**src/rtl/fetch_pkg.sv**
```systemverilog
// fetch_pkg: shared types and constants for the instruction-fetch stage.
//   fetch_state_t : REQ (may issue a request) / WAIT (one request outstanding)
//   NOP_INSTR     : instruction presented on if_instr when IF/ID is empty
//   PC_STEP       : sequential fetch increment
//   align_pc()    : clears the two low address bits of a redirect target
package fetch_pkg;

  typedef enum logic {
    REQ  = 1'b0,
    WAIT = 1'b1
  } fetch_state_t;

  localparam logic [31:0] NOP_INSTR = 32'h0000_0013;
  localparam logic [31:0] PC_STEP   = 32'd4;

  function automatic logic [31:0] align_pc(input logic [31:0] addr);
    return addr & ~32'd3;
  endfunction

endpackage

```
**src/rtl/fetch_skid_buf.sv**
```systemverilog
// fetch_skid_buf: one-entry holding register for a fetched instruction that
// arrived while decode was stalled with a live IF/ID entry.
//   clk, rst              : clock, synchronous active-high reset
//   load                  : capture load_pc/load_instr, mark valid
//   unload                : entry consumed by IF/ID, mark empty
//   clear                 : discard entry (redirect); wins over load/unload
//   buf_valid/pc/instr    : held entry
module fetch_skid_buf (
  input  logic        clk,
  input  logic        rst,
  input  logic        load,
  input  logic        unload,
  input  logic        clear,
  input  logic [31:0] load_pc,
  input  logic [31:0] load_instr,
  output logic        buf_valid,
  output logic [31:0] buf_pc,
  output logic [31:0] buf_instr
);

  always_ff @(posedge clk) begin
    if (rst || clear) begin
      buf_valid <= 1'b0;
    end else if (load) begin
      buf_valid <= 1'b1;
    end else if (unload) begin
      buf_valid <= 1'b0;
    end
  end

  // NOTE: payload registers carry no reset; they are only observed while
  // buf_valid is set, and buf_valid is reset.
  always_ff @(posedge clk) begin
    if (load) begin
      buf_pc    <= load_pc;
      buf_instr <= load_instr;
    end
  end

endmodule

```
**src/rtl/fetch_unit.sv**
```systemverilog
// fetch_unit: instruction-fetch stage. Owns the PC, issues one request at a
// time on the instruction-memory handshake, and presents fetched instructions
// to decode through the IF/ID register. Taken branches from execute redirect
// the PC and squash wrong-path work, including an in-flight response.
// Decode stalls are absorbed by a one-entry skid buffer.
//
// Optional feature: define FETCH_REDIRECT_BYPASS_EN to let a redirect in the
// REQ state drive the target onto the memory port in the same cycle.
//
// Ports:
//   clk, rst             : clock, synchronous active-high reset
//   br_taken, br_target  : redirect from execute (target low bits ignored)
//   stall                : decode cannot accept; IF/ID holds
//   imem_req, imem_addr  : request valid / address
//   imem_gnt             : request accepted this cycle
//   imem_rvalid/rdata    : in-order response, at most one per grant
//   if_valid/pc/instr    : IF/ID register (if_instr = NOP when empty)
module fetch_unit
  import fetch_pkg::*;
#(
  parameter logic [31:0] RESET_PC = 32'h0000_0000
) (
  input  logic        clk,
  input  logic        rst,
  input  logic        br_taken,
  input  logic [31:0] br_target,
  input  logic        stall,
  output logic        imem_req,
  output logic [31:0] imem_addr,
  input  logic        imem_gnt,
  input  logic        imem_rvalid,
  input  logic [31:0] imem_rdata,
  output logic        if_valid,
  output logic [31:0] if_pc,
  output logic [31:0] if_instr
);

`ifdef FETCH_REDIRECT_BYPASS_EN
  localparam bit BYPASS_EN = 1'b1;
`else
  localparam bit BYPASS_EN = 1'b0;
`endif

  fetch_state_t state, state_next;
  logic [31:0]  pc, req_pc;
  logic         kill;
  logic [31:0]  target;
  logic         grant, resp_fire, deliver, redirect_bypass;
  logic         buf_valid, buf_load, buf_unload;
  logic [31:0]  buf_pc, buf_instr;

  assign target          = align_pc(br_target);
  assign redirect_bypass = BYPASS_EN && br_taken && (state == REQ);
  assign grant           = imem_req && imem_gnt;
  assign resp_fire       = (state == WAIT) && imem_rvalid;
  // A response reaches decode only if it is on the current path and no
  // redirect arrives in the same cycle.
  assign deliver         = resp_fire && !kill && !br_taken;

  // ---------------- FSM: state register ----------------
  // NOTE: sequential blocks use non-blocking assignments so every register
  // samples the pre-edge value of every other register.
  always_ff @(posedge clk) begin
    if (rst) state <= REQ;
    else     state <= state_next;
  end

  // ---------------- FSM: next state ----------------
  // NOTE: each combinational output gets a default first so no path leaves
  // it unassigned, which would infer a latch.
  always_comb begin
    state_next = state;
    unique case (state)
      REQ:     if (grant)       state_next = WAIT;
      WAIT:    if (imem_rvalid) state_next = REQ;
      default:                  state_next = REQ;
    endcase
  end

  // ---------------- FSM: outputs ----------------
  // Requests are withheld while the skid entry is occupied so at most one
  // more instruction can pile up behind a stalled decode.
  always_comb begin
    imem_req  = 1'b0;
    imem_addr = pc;
    if (!rst && state == REQ) begin
      if (redirect_bypass) begin
        imem_req  = 1'b1;
        imem_addr = target;
      end else begin
        imem_req = !buf_valid;
      end
    end
  end

  // ---------------- PC, request PC, kill ----------------
  always_ff @(posedge clk) begin
    if (rst) begin
      pc     <= RESET_PC;
      req_pc <= RESET_PC;
      kill   <= 1'b0;
    end else begin
      if (br_taken) begin
        if (redirect_bypass && grant) begin
          pc     <= target + PC_STEP;
          req_pc <= target;
        end else begin
          pc <= target;
        end
      end else if (grant) begin
        pc     <= pc + PC_STEP;
        req_pc <= pc;
      end

      // Kill marks the single outstanding response as wrong-path. A response
      // landing in the redirect cycle is dropped directly, so no kill then.
      if (br_taken) begin
        kill <= ((state == WAIT) && !imem_rvalid) || (grant && !redirect_bypass);
      end else if (resp_fire) begin
        kill <= 1'b0;
      end
    end
  end

  // ---------------- IF/ID register ----------------
  always_ff @(posedge clk) begin
    if (rst) begin
      if_valid <= 1'b0;
      if_pc    <= '0;
      if_instr <= NOP_INSTR;
    end else if (br_taken) begin
      if_valid <= 1'b0;
      if_instr <= NOP_INSTR;
    end else if (!stall) begin
      if (buf_valid) begin
        if_valid <= 1'b1;
        if_pc    <= buf_pc;
        if_instr <= buf_instr;
      end else if (deliver) begin
        if_valid <= 1'b1;
        if_pc    <= req_pc;
        if_instr <= imem_rdata;
      end else begin
        if_valid <= 1'b0;
        if_instr <= NOP_INSTR;
      end
    end else if (deliver && !if_valid) begin
      // Stalled but empty: nothing to protect, take the response directly.
      if_valid <= 1'b1;
      if_pc    <= req_pc;
      if_instr <= imem_rdata;
    end
  end

  // ---------------- skid buffer ----------------
  assign buf_load   = deliver && stall && if_valid;
  assign buf_unload = !br_taken && !stall && buf_valid;

  fetch_skid_buf u_skid (
    .clk        (clk),
    .rst        (rst),
    .load       (buf_load),
    .unload     (buf_unload),
    .clear      (br_taken),
    .load_pc    (req_pc),
    .load_instr (imem_rdata),
    .buf_valid  (buf_valid),
    .buf_pc     (buf_pc),
    .buf_instr  (buf_instr)
  );

endmodule
```
**config.mk**
```make
export PLATFORM = sky130hd
export DESIGN_NAME = fetch_unit
export DESIGN_NICKNAME = d
export VERILOG_FILES = /design/src/rtl/fetch_pkg.sv /design/src/rtl/fetch_skid_buf.sv /design/src/rtl/fetch_unit.sv
export SDC_FILE = /design/constraint.sdc
export NUM_CORES = 1
export LEC_CHECK = 0
export BUFFER_PORTS_ARGS = -buffer_cell sky130_fd_sc_hd__buf_2
export CORE_UTILIZATION = 55
export CTS_BUF_LIST = sky130_fd_sc_hd__clkbuf_8
export CTS_CLUSTER_DIAMETER = 100
export DETAILED_ROUTE_END_ITERATION = 6
export PLACE_DENSITY = 0.8
export SLEW_MARGIN = 20
export SYNTH_ARGS = -nofsm -noshare
export SYNTH_HDL_FRONTEND = slang
export SYNTH_SLANG_ARGS = --single-unit
```
**constraint.sdc**
```tcl
create_clock -name clk -period 4.54 [get_ports clk]
set_input_delay 0.227 -clock clk [delete_from_list [all_inputs] [get_ports clk]]
set_output_delay 0.227 -clock clk [all_outputs]
set_load 0.02 [all_outputs]
```
==> run summary <==
clk buf depth: 2
period utilization: 0.6237
Post-Syn Area: 7873 um^2
Starting Density: 0.5650
Post-DRT Antenna Nets: 0
PD cells: 330.3 nW/um^2
share of the synthesized area in the top cell type: 0.3204
crit-path max FO: 31
worst min-delay path category: in -> reg
Area growth syn-to-layout: 19.91%
Critical Path Source: state$_SDFF_PP0_
slew margin rel.: 0.2543
Clock Skew: 0.01215 ns
DRC: 0
starting DRC count in detailed routing: 553
width of the die: 121.6 um
Post-Synthesis Cells: 827
fmax: 0.3532 GHz
Final Critical Period: 2.831 ns
clock sink total: 188
largest area contributor in the netlist: dfxtp_1
drt via density: 5.828
worst reg-to-reg setup slack: 1.71 ns
H-tree lvl count: 4
Clock Latency Late Sink: 0.46 ns
Die Ht: 121.6 um
CP endpoint: if_pc[3]$_SDFFE_PP0P_
Worst Path Required: 4.81 ns
Clock Tree Root: clkbuf_8
PortBufs: 161
Worst-path clk slew: 0.10 ns
post-synthesis mux area share: 0
Via Count: 6860
final wirelength: 19.85 mm
vias in the first global route: 6228
syn avg cell area: 9.519 um^2
largest family of logic cells by synthesized area: simple AND/OR/NAND/NOR gates
worst reg-to-reg path cell count: 5
die area: 14800 um^2
simple-gate share of the synthesized area: 0.1933
Leak: 3.548 nW
CORE AREA: 13930 um^2
# fillers: 1109
Synth Warn #: 0
Critical R2R Launch: state$_SDFF_PP0_
Adder-Cell Fraction of Synth Area: 0.001589
# diodes: 0
Seq/Total Area, Yosys: 0.5569
Max-Cap Viols: 0
XOR/XNOR share of the synthesized area: 0.01224
Hold Violations, Final: 0
GRT Util Overall: 0.2743
final number of setup-violating endpoints: 0
CTS tree: yes
Cell variety after synth: 68
status: completed
Post-synth EDFFs: 62
Synth Area in Compound Gates: 0.1904
share of layout cells above drive strength 1: 0.2177
VDD IR-drop max: 0.0001801 V
Final Net Count: 1055
post-DP HPWL: 12.80 mm
synthesized flop and latch total: 188
Sum Neg Setup Slack: 0 ns
Post-synth top flop: dfxtp_1
first-pass GRT wire length: 31.60 mm
reg2reg end: if_pc[3]$_SDFFE_PP0P_
crit path launch type: flip-flop
RSZ-0062 raised after global routing: no
Setup Fix Bufs, Post-CTS: 0
Worst Tran Pin Value: 1.117 ns
initial antenna violation count: 0
largest net degree at the start of global routing: 52
crit path kind: reg -> reg
DRT Pass-1 Iters: 5
Worst EP arrival: 3.10 ns
WL/cell: 16.86 um
I/O pin count: 168
Placer Congestion: 0.8194
# rows: 43
async set or reset register ratio after synthesis: 0
CTS Buf Count: 17
Pins Over Slew Limit: 0
final core occ: 0.6775
top cells by area, synth: dfxtp_1 (32%), edfxtp_1 (24%), nand2_1 (9.9%), a21oi_1 (4.3%), a311oi_1 (4.1%)
critical path capture point type: flip-flop
GRT overflow: 0
==> kinds of logic after synthesis <==
group / after synthesis
fa+ha+maj: 1
compound gates: 219
xor+xnor: 11
buf+inv: 82
flops: 188
other cells: 1
simple gates: 325
==> stage by stage <==
step | hold slack, ns | setup slack, ns | cells | total power [mW] | area, um^2
2_1_floorplan | 0.3259 | 0.7606 | 830 | 2.007 | 7884
3_3_place_gp | 0.4201 | 1.614 | 1108 | 2.099 | 8710
3_5_place_dp | 0.4194 | 1.529 | 1108 | 2.104 | 8710
4_1_cts | 0.01260 | 1.691 | 1177 | 3.126 | 9440
5_1_grt | 0.03133 | 1.402 | 1177 | 3.231 | 9440
6_report | 0.03463 | 1.709 | 1177 | 3.118 | 9440
==> state kept, by name (all words and copies together) (netlist names) <==
signal            count
kill                  1
u_skid.buf_pc        30
req_pc               30
state                 1
u_skid.buf_instr     32
if_pc                30
u_skid.buf_valid      1
if_instr             32
if_valid              1
pc                   30
==> repair_timing <==
| item | in CTS | in global routing |
|---|---|---|
| hold endpoints to repair | 37 | 0 |
| hold buffers | 37 | 0 |
| resized for setup | 0 | 0 |
==> per-layer routing <==
| layer | part of all wire | vias to the layer above | global-route usage |
|---|---|---|---|
| met2 | 0.46 | 291 | 0.4283 |
| met3 | 0.078 | 27 | 0.06227 |
| met1 | 0.44 | 3231 | 0.3751 |
| li1 | - | 3311 | - |
| met4 | 0.017 | 0 | 0.09414 |
| met5 | 0 | - | 0 |
==> cells in the final DEF (no fill, tap or decap), drive strengths merged, types with 6 or more instances in the layout <==
cell type	instances
nor2	26
o21ai	38
or4	7
nor4	9
dfxtp	126
or3	7
nand4	10
dlygate4sd3	37
a22o	29
clkinv	7
edfxtp	62
nand3	10
xnor2	9
a21oi	67
inv	13
a211oi	11
a311oi	37
nor3	11
buf	171
nand2b	6
nand2	208
clkbuf	17
==> worst min-delay path by stage <==
stage / slack, ns / to / start / cells past startpoint
final: 0.03 / pc[6]$_SDFFE_PP0P_ / br_target[6] / 3
after detailed placement: 0.42 / u_skid.buf_instr[23]$_DFFE_PP_ / imem_rdata[23] / 1
after floorplan: 0.33 / u_skid.buf_instr[0]$_DFFE_PP_ / imem_rdata[0] / 0
after global routing: 0.03 / pc[11]$_SDFFE_PP0P_ / br_target[11] / 3
after CTS: 0.01 / pc[12]$_SDFFE_PP0P_ / br_target[12] / 3
after global placement: 0.42 / u_skid.buf_instr[20]$_DFFE_PP_ / imem_rdata[20] / 1
==> cell type report <==
| class | count | area (um^2) | area share |
|---|---|---|---|
| Clock buffer | 17 | 234.0 | 0.02478 |
| Clock inverter | 15 | 126.4 | 0.01339 |
| Inverter | 9 | 33.78 | 0.003579 |
| Multi-Input combinational cell | 560 | 3173 | 0.3361 |
| Sequential cell | 188 | 4384 | 0.4644 |
| Tap cell | 180 | 225.2 | 0.02386 |
| Timing Repair Buffer | 208 | 1264 | 0.1339 |
==> report_power, final <==
part | switching [mW] | internal [mW]
Sequential | 0.0496 | 1.76
Combinational | 0.168 | 0.114
Clock | 0.589 | 0.433
Total | 0.806 | 2.31
==> Yosys cell counts (3+ instances only) <==
cell and instances:
nand2_1 208, dfxtp_1 126, a21oi_1 67, edfxtp_1 62, clkbuf_1 59, a311oi_1 37
o21ai_0 37, a22o_1 29, nor2_1 26, a211oi_1 11, nor3_1 11, nand3_1 10
xnor2_1 9, nand4_1 8, nor4_1 8, buf_4 7, inv_1 7, or4_1 7
nand2b_1 6, or3_1 6, a311o_1 4, and2_1 4, and3_1 4, and4_1 4
nor2b_1 4, o211ai_1 4, o311ai_0 4, o31ai_1 4, a31oi_1 3, buf_1 3
or2_2 3
==> worst max-delay path: stages, from the launching register on <==
cell      delay [ns]
dfxtp_1         0.51
nor4bb_1        0.52
o21a_1          0.17
buf_4           0.31
and2_1          0.90
a311oi_1        0.22
Power figures use the tool's default switching activity.
